`src/rtl/tff_rx_pkg.sv`:
```
// Shared types and default sizing for the toggle-flop event receiver.
package tff_rx_pkg;

  localparam int TFF_RX_CNT_W      = 8;
  localparam int TFF_RX_PEND_DEPTH = 4;

  typedef enum logic [1:0] {
    Q_EMPTY  = 2'd0,
    Q_ACTIVE = 2'd1,
    Q_FULL   = 2'd2
  } q_state_e;

  // Queue state is not stored separately; it is always a view of the fill level.
  function automatic q_state_e level_to_state(input int unsigned level,
                                              input int unsigned depth);
    q_state_e st;
    if (level == 32'd0) begin
      st = Q_EMPTY;
    end else if (level >= depth) begin
      st = Q_FULL;
    end else begin
      st = Q_ACTIVE;
    end
    return st;
  endfunction

endpackage

```
`src/rtl/toggle_sync.sv`:
```
// Resynchronises the remote toggle line and turns each level change into a one-cycle pulse.
// Optional two-flop synchroniser selected by TFF_TOGGLE_RX_SYNC_EN.
module toggle_sync (
  input  logic clk,
  input  logic rst,
  input  logic t_in,
  output logic edge_pulse
);

  logic line_s;
  logic prev_q;
  logic tgl_s;
  logic edge_q;

`ifdef TFF_TOGGLE_RX_SYNC_EN
  logic sync1_q;
  logic sync2_q;

  // Synchroniser flops deliberately ignore rst so a held input level settles during reset.
  always_ff @(posedge clk) begin
    sync1_q <= t_in;
    sync2_q <= sync1_q;
  end

  assign line_s = sync2_q;
`else
  assign line_s = t_in;
`endif

  always_ff @(posedge clk) begin
    prev_q <= line_s;
  end

  assign tgl_s = line_s ^ prev_q;

  always_ff @(posedge clk) begin
    if (rst) begin
      edge_q <= 1'b0;
    end else begin
      edge_q <= tgl_s;
    end
  end

  assign edge_pulse = edge_q;

endmodule

```
`src/rtl/tff_toggle_rx.sv`:
```
// Toggle-flop receiver: edge detection, pending-event queue with valid/ready, event counter, sticky overflow.
// Synchroniser enabled by defining TFF_TOGGLE_RX_SYNC_EN.
module tff_toggle_rx
  import tff_rx_pkg::*;
#(
  parameter int CNT_W      = TFF_RX_CNT_W,
  parameter int PEND_DEPTH = TFF_RX_PEND_DEPTH,
  localparam int PEND_W    = $clog2(PEND_DEPTH + 1)
) (
  input  logic              clk,
  input  logic              rst,
  input  logic              t_in,
  input  logic              clr_cnt,
  output logic              edge_pulse,
  output logic              evt_valid,
  input  logic              evt_ready,
  output logic [PEND_W-1:0] pend_level,
  output logic [CNT_W-1:0]  evt_count,
  output logic              overflow
);

  logic              edge_s;
  logic              pop_s;
  logic              drop_s;
  q_state_e          state_s;

  logic [PEND_W-1:0] pend_q, pend_d;
  logic              valid_q, valid_d;
  logic [CNT_W-1:0]  cnt_q, cnt_d;
  logic              ovf_q, ovf_d;

  toggle_sync u_sync (
    .clk        (clk),
    .rst        (rst),
    .t_in       (t_in),
    .edge_pulse (edge_s)
  );

  assign state_s = level_to_state(32'(pend_q), 32'(PEND_DEPTH));
  assign pop_s   = valid_q & evt_ready;

  always_ff @(posedge clk) begin
    if (rst) begin
      pend_q  <= {PEND_W{1'b0}};
      valid_q <= 1'b0;
      cnt_q   <= {CNT_W{1'b0}};
      ovf_q   <= 1'b0;
    end else begin
      pend_q  <= pend_d;
      valid_q <= valid_d;
      cnt_q   <= cnt_d;
      ovf_q   <= ovf_d;
    end
  end

  // Queue transitions; a pulse arriving in FULL is dropped only when nothing leaves that cycle.
  always_comb begin
    pend_d = pend_q;
    drop_s = 1'b0;
    case (state_s)
      Q_EMPTY: begin
        if (edge_s) begin
          pend_d = pend_q + PEND_W'(1);
        end else begin
          pend_d = pend_q;
        end
      end
      Q_ACTIVE: begin
        if (edge_s && !pop_s) begin
          pend_d = pend_q + PEND_W'(1);
        end else if (!edge_s && pop_s) begin
          pend_d = pend_q - PEND_W'(1);
        end else begin
          pend_d = pend_q;
        end
      end
      Q_FULL: begin
        if (edge_s && !pop_s) begin
          drop_s = 1'b1;
          pend_d = pend_q;
        end else if (!edge_s && pop_s) begin
          pend_d = pend_q - PEND_W'(1);
        end else begin
          pend_d = pend_q;
        end
      end
      default: begin
        pend_d = {PEND_W{1'b0}};
        drop_s = 1'b0;
      end
    endcase
    valid_d = (pend_d != {PEND_W{1'b0}});
  end

  // Counter counts every pulse, dropped or not; a simultaneous drop wins over clr_cnt for overflow.
  always_comb begin
    cnt_d = cnt_q;
    ovf_d = ovf_q;
    if (clr_cnt) begin
      if (edge_s) begin
        cnt_d = CNT_W'(1);
      end else begin
        cnt_d = {CNT_W{1'b0}};
      end
    end else if (edge_s) begin
      cnt_d = cnt_q + CNT_W'(1);
    end else begin
      cnt_d = cnt_q;
    end
    if (drop_s) begin
      ovf_d = 1'b1;
    end else if (clr_cnt) begin
      ovf_d = 1'b0;
    end else begin
      ovf_d = ovf_q;
    end
  end

  assign edge_pulse = edge_s;
  assign evt_valid  = valid_q;
  assign pend_level = pend_q;
  assign evt_count  = cnt_q;
  assign overflow   = ovf_q;

endmodule

```
`config.mk`:
```
export PLATFORM = sky130hd
export DESIGN_NAME = tff_toggle_rx
export DESIGN_NICKNAME = d
export VERILOG_FILES = /design/src/rtl/tff_rx_pkg.sv /design/src/rtl/toggle_sync.sv /design/src/rtl/tff_toggle_rx.sv
export SDC_FILE = /design/constraint.sdc
export NUM_CORES = 1
export LEC_CHECK = 0
export CAP_MARGIN = 20
export CORE_MARGIN = 2
export CORE_UTILIZATION = 41
export CTS_CLUSTER_SIZE = 14
export DETAILED_ROUTE_END_ITERATION = 6
export PLACE_DENSITY = 0.82
export SLEW_MARGIN = 40
export SYNTH_ARGS = -nofsm -noshare
export SYNTH_HDL_FRONTEND = slang
export SYNTH_SLANG_ARGS = --single-unit
```
`constraint.sdc`:
```
create_clock -name clk -period 1.6 [get_ports clk]
set_input_delay 0.32 -clock clk [delete_from_list [all_inputs] [get_ports clk]]
set_output_delay 0.32 -clock clk [all_outputs]
set_load 0.05 [all_outputs]
```
==> metrics.md <==
| Metric | Value |
|---|---|
| Detailed Routing Iterations Pass 1 | 4 |
| Crit share post-route | 104% |
| Largest family of logic cells by synthesized area | simple AND/OR/NAND/NOR gates |
| CTS tree | yes |
| Post-synth EDFFs | 0 |
| Synth Instances | 77 |
| CTS root buffer | clkbuf_4 |
| Critical path endpoint | pend_level[0] |
| Core Area | 0.00171 mm2 |
| Crit-path max cell delay | 0.37 ns |
| Synth Flop Type | dfxtp_1 |
| R2R Setup Slk | -0.06 ns |
| Slew Viols, Final | 0 |
| Largest net degree at the start of global routing | 10 |
| Iter 0 DRT Violations | 7 |
| DRC viols | 0 |
| Fin cells | 133 |
| Xor/xnor cell area share of the yosys netlist | 8.36% |
| Area share of the largest cell type after synthesis | 41.0% |
| Crit Path Class | flip-flop to flip-flop |
| Status | finished with violations |
| Area grow syn2layout | 58.0% |
| Die height | 46.3 um |
| VDD IR max | 750 uV |
| GP Congestion | 0.738 |
| Sequential share of the synthesized area | 41.0% |
| Reg2Reg Depth | 9 |
| First-pass GRT wire length | 2670 um |
| # hold bufs at CTS | 0 |
| Synthesized cell area | 733 um2 |
| Antenna violations before repair | 0 |
| DR vias/cell | 5.04 |
| Die W | 46.3 um |
| Yosys cell types | 28 |
| Crit. Startpoint | pend_level[0] |
| Pwr dens | 1060 mW/mm2 |
| Sink Count | 15 |
| Worst path cell trace | inv_4 -> ha_4 -> and3b_4 -> o32ai_2 -> xnor2_1 -> nor2_1 -> buf_4 -> buf_6 -> buf_6 |
| DIE AREA | 0.00214 mm2 |
| Layout cell share with drive strength beyond 1 | 40.7% |
| Setup repair after global routing missed its margin | true |
| Final #Nets | 118 |
| Post-synthesis mux area share | 2.73% |
| Worst Tran Pin Value | 0.331 ns |
| Max Freq | 604 MHz |
| Initial core utilization | 42.9% |
| Register bit count reported by yosys | 15 |
| Max Cap Viol | 0 |
| Wire per inst | 12.8 um |
| Most used cell, CP | buf_6 |
| Vias in the first global route | 645 |
| Post-Synth Adder-Cell Area | 6.83% |
| Relative slew margins | 77.9% |
| Total Routed Length | 1700 um |
| Final setup vio count | 2 |
| Worst EP arrival | 1.85 ns |
| Total gr overflow | 0 |
| Top cells by count, synth | 15 x dfxtp_1, 10 x nor2_1, 5 x nand2_1 |
| IO Pins | 19 |
| Fin crit period | 1.66 ns |
| FFs w/ async S/R, synth | 0% |
| Tot Pwr | 1.23 mW |
| Top cells by area, synth | dfxtp_1 41%, ha_1 6.8%, nor2_1 5.1%, xor2_1 4.8%, xnor2_1 3.6% |
| Fin. Hold Viols | 0 |
| Register Area | 312 um2 |
| Inserted Clock Buffers | 3 |
| Cell row count | 15 |
| Setup Skew | 0.00190 ns |
| Reg-to-reg critical path startpoint | pend_level[0] |
| CP required | 1.79 ns |
| Placed cells | 124 |
| Hold Path Depth | 2 |
| Final ANT Viol Nets | 0 |
| Crit path max-delay cell type | dfxtp_4 |
| CP Capture Type | flip-flop |
| CP startpoint kind | flip-flop |
| Mapped Nets | 86 |
| Crit Path Max Fanout | 4 |
| Hold_ws | 0.502 ns |
| Area occupied by multi-input gates | 425 um2 |
| GRT Total Usage | 17.6% |
| Post-Synth Simple-Gate Area | 24.6% |
| # diodes | 0 |
| Fillcell total | 136 |
| Vias | 670 |
| Maximum root-to-sink buffer count | 2 |
| Clock-pin slew on the worst setup and hold paths | 0.09 ns |
| Syn avg cell area | 9.52 um2 |
| Leakage power | 0.463 nW |
| Most frequent cell after synthesis | dfxtp_1 |
| Post-DP HPWL | 1250 um |
| Port bufs | 18 |
| Violated checks | setup timing |
| Worst min path class | flip-flop to flip-flop |
| Yosys warnings | 0 |
| Synth Area in Compound Gates | 13.0% |
| H-Tree Level Count | 1 |
| FF-to-FF End | pend_level[0] |
| Clock latency on the worst-skew pair | 0.28 ns |
| Setup ws final | -0.0569 ns |
| Synth area leader | dfxtp_1 |
logic make-up (layout without fill, tap and decap cells):
| logic type | Yosys count | count (layout) |
|---|---|---|
| flops | 15 | 15 |
| simple gates | 32 | 32 |
| xor+xnor | 7 | 7 |
| buf+inv | 5 | 36 |
| fa+ha+maj | 4 | 4 |
| mux | 2 | 2 |
| compound gates | 12 | 12 |
worst min path at each step:
stage                       start                 to
finish              u_sync.prev_q  u_sync.edge_pulse
global route        u_sync.prev_q  u_sync.edge_pulse
CTS                  evt_count[7]       evt_count[7]
detailed placement  u_sync.prev_q  u_sync.edge_pulse
global placement    u_sync.prev_q  u_sync.edge_pulse
floorplan                    t_in      u_sync.prev_q
report_power, final:
| group | switching (mW) | total (mW) | internal [mW] | leakage (nW) |
|---|---|---|---|---|
| sequential | 0.0476 | 0.462 | 0.415 | 0.125 |
| clock | 0.120 | 0.217 | 0.0968 | 0.0150 |
| combinational | 0.275 | 0.551 | 0.276 | 0.323 |
repair_timing:
item                                    CTS  global route
endpoints found under the setup margin    1             3
pin swaps                                 6             2
gates cloned                              0             0
buffers inserted                          4             1
resized for setup                         3             2
registers in the layout, summed over array words and instances (netlist names):
name,flops
u_sync.prev_q,1
u_sync.edge_pulse,1
evt_valid,1
overflow,1
evt_count,8
pend_level,3
placed cells by master, fill, tap and decap left out, drive strengths merged, types with 4 or more instances in the layout:
| cell type | netlist | layout |
|---|---|---|
| nand2 | 5 | 5 |
| dfxtp | 15 | 15 |
| ha | 4 | 4 |
| nor2 | 10 | 10 |
| buf | 1 | 25 |
| a21oi | 4 | 4 |
| clkbuf | 1 | 4 |
| clkdlybuf4s50 | 0 | 4 |
| xor2 | 4 | 4 |
worst max-delay path: cells and delay by family (launching register included):
family / cells / cell delay, ns
AND/OR/NAND/NOR: 2 / 0.41
XOR/XNOR: 1 / 0.17
buffers and inverters: 4 / 0.39
adder cells (fa/ha/maj): 1 / 0.15
flip-flops: 1 / 0.37
AO/OA/AOI/OAI: 1 / 0.08
layout make-up:
type	instances	area share, %
clock buffer	4	2.27
inverter	3	1.40
multi-input combinational	57	36.7
tap	25	2.70
sequential	15	26.9
timing repair buffer	29	30.0
per-layer routing:
| layer | vias up | GRT usage [%] | part of all wire, % |
|---|---|---|---|
| met3 | 6 | 2.35 | 2.9 |
| met5 | - | 0 | 0 |
| met1 | 315 | 23.3 | 43 |
| met4 | 0 | 10.3 | 2.0 |
| met2 | 12 | 27.2 | 52 |
| li1 | 337 | - | - |
stage by stage:
stage               setup WS, ns  TNS, ns  area (um2)  util (%)
detailed placement        -0.316   -0.453        1080      63.3
CTS                      -0.0330  -0.0330        1140      67.0
floorplan                 -0.117   -0.117         762         -
global route              -0.172   -0.344        1160      67.8
finish                   -0.0569   -0.113        1160      67.8
global placement          -0.278   -0.373        1080      63.3
(Power assumes the default switching activity.)
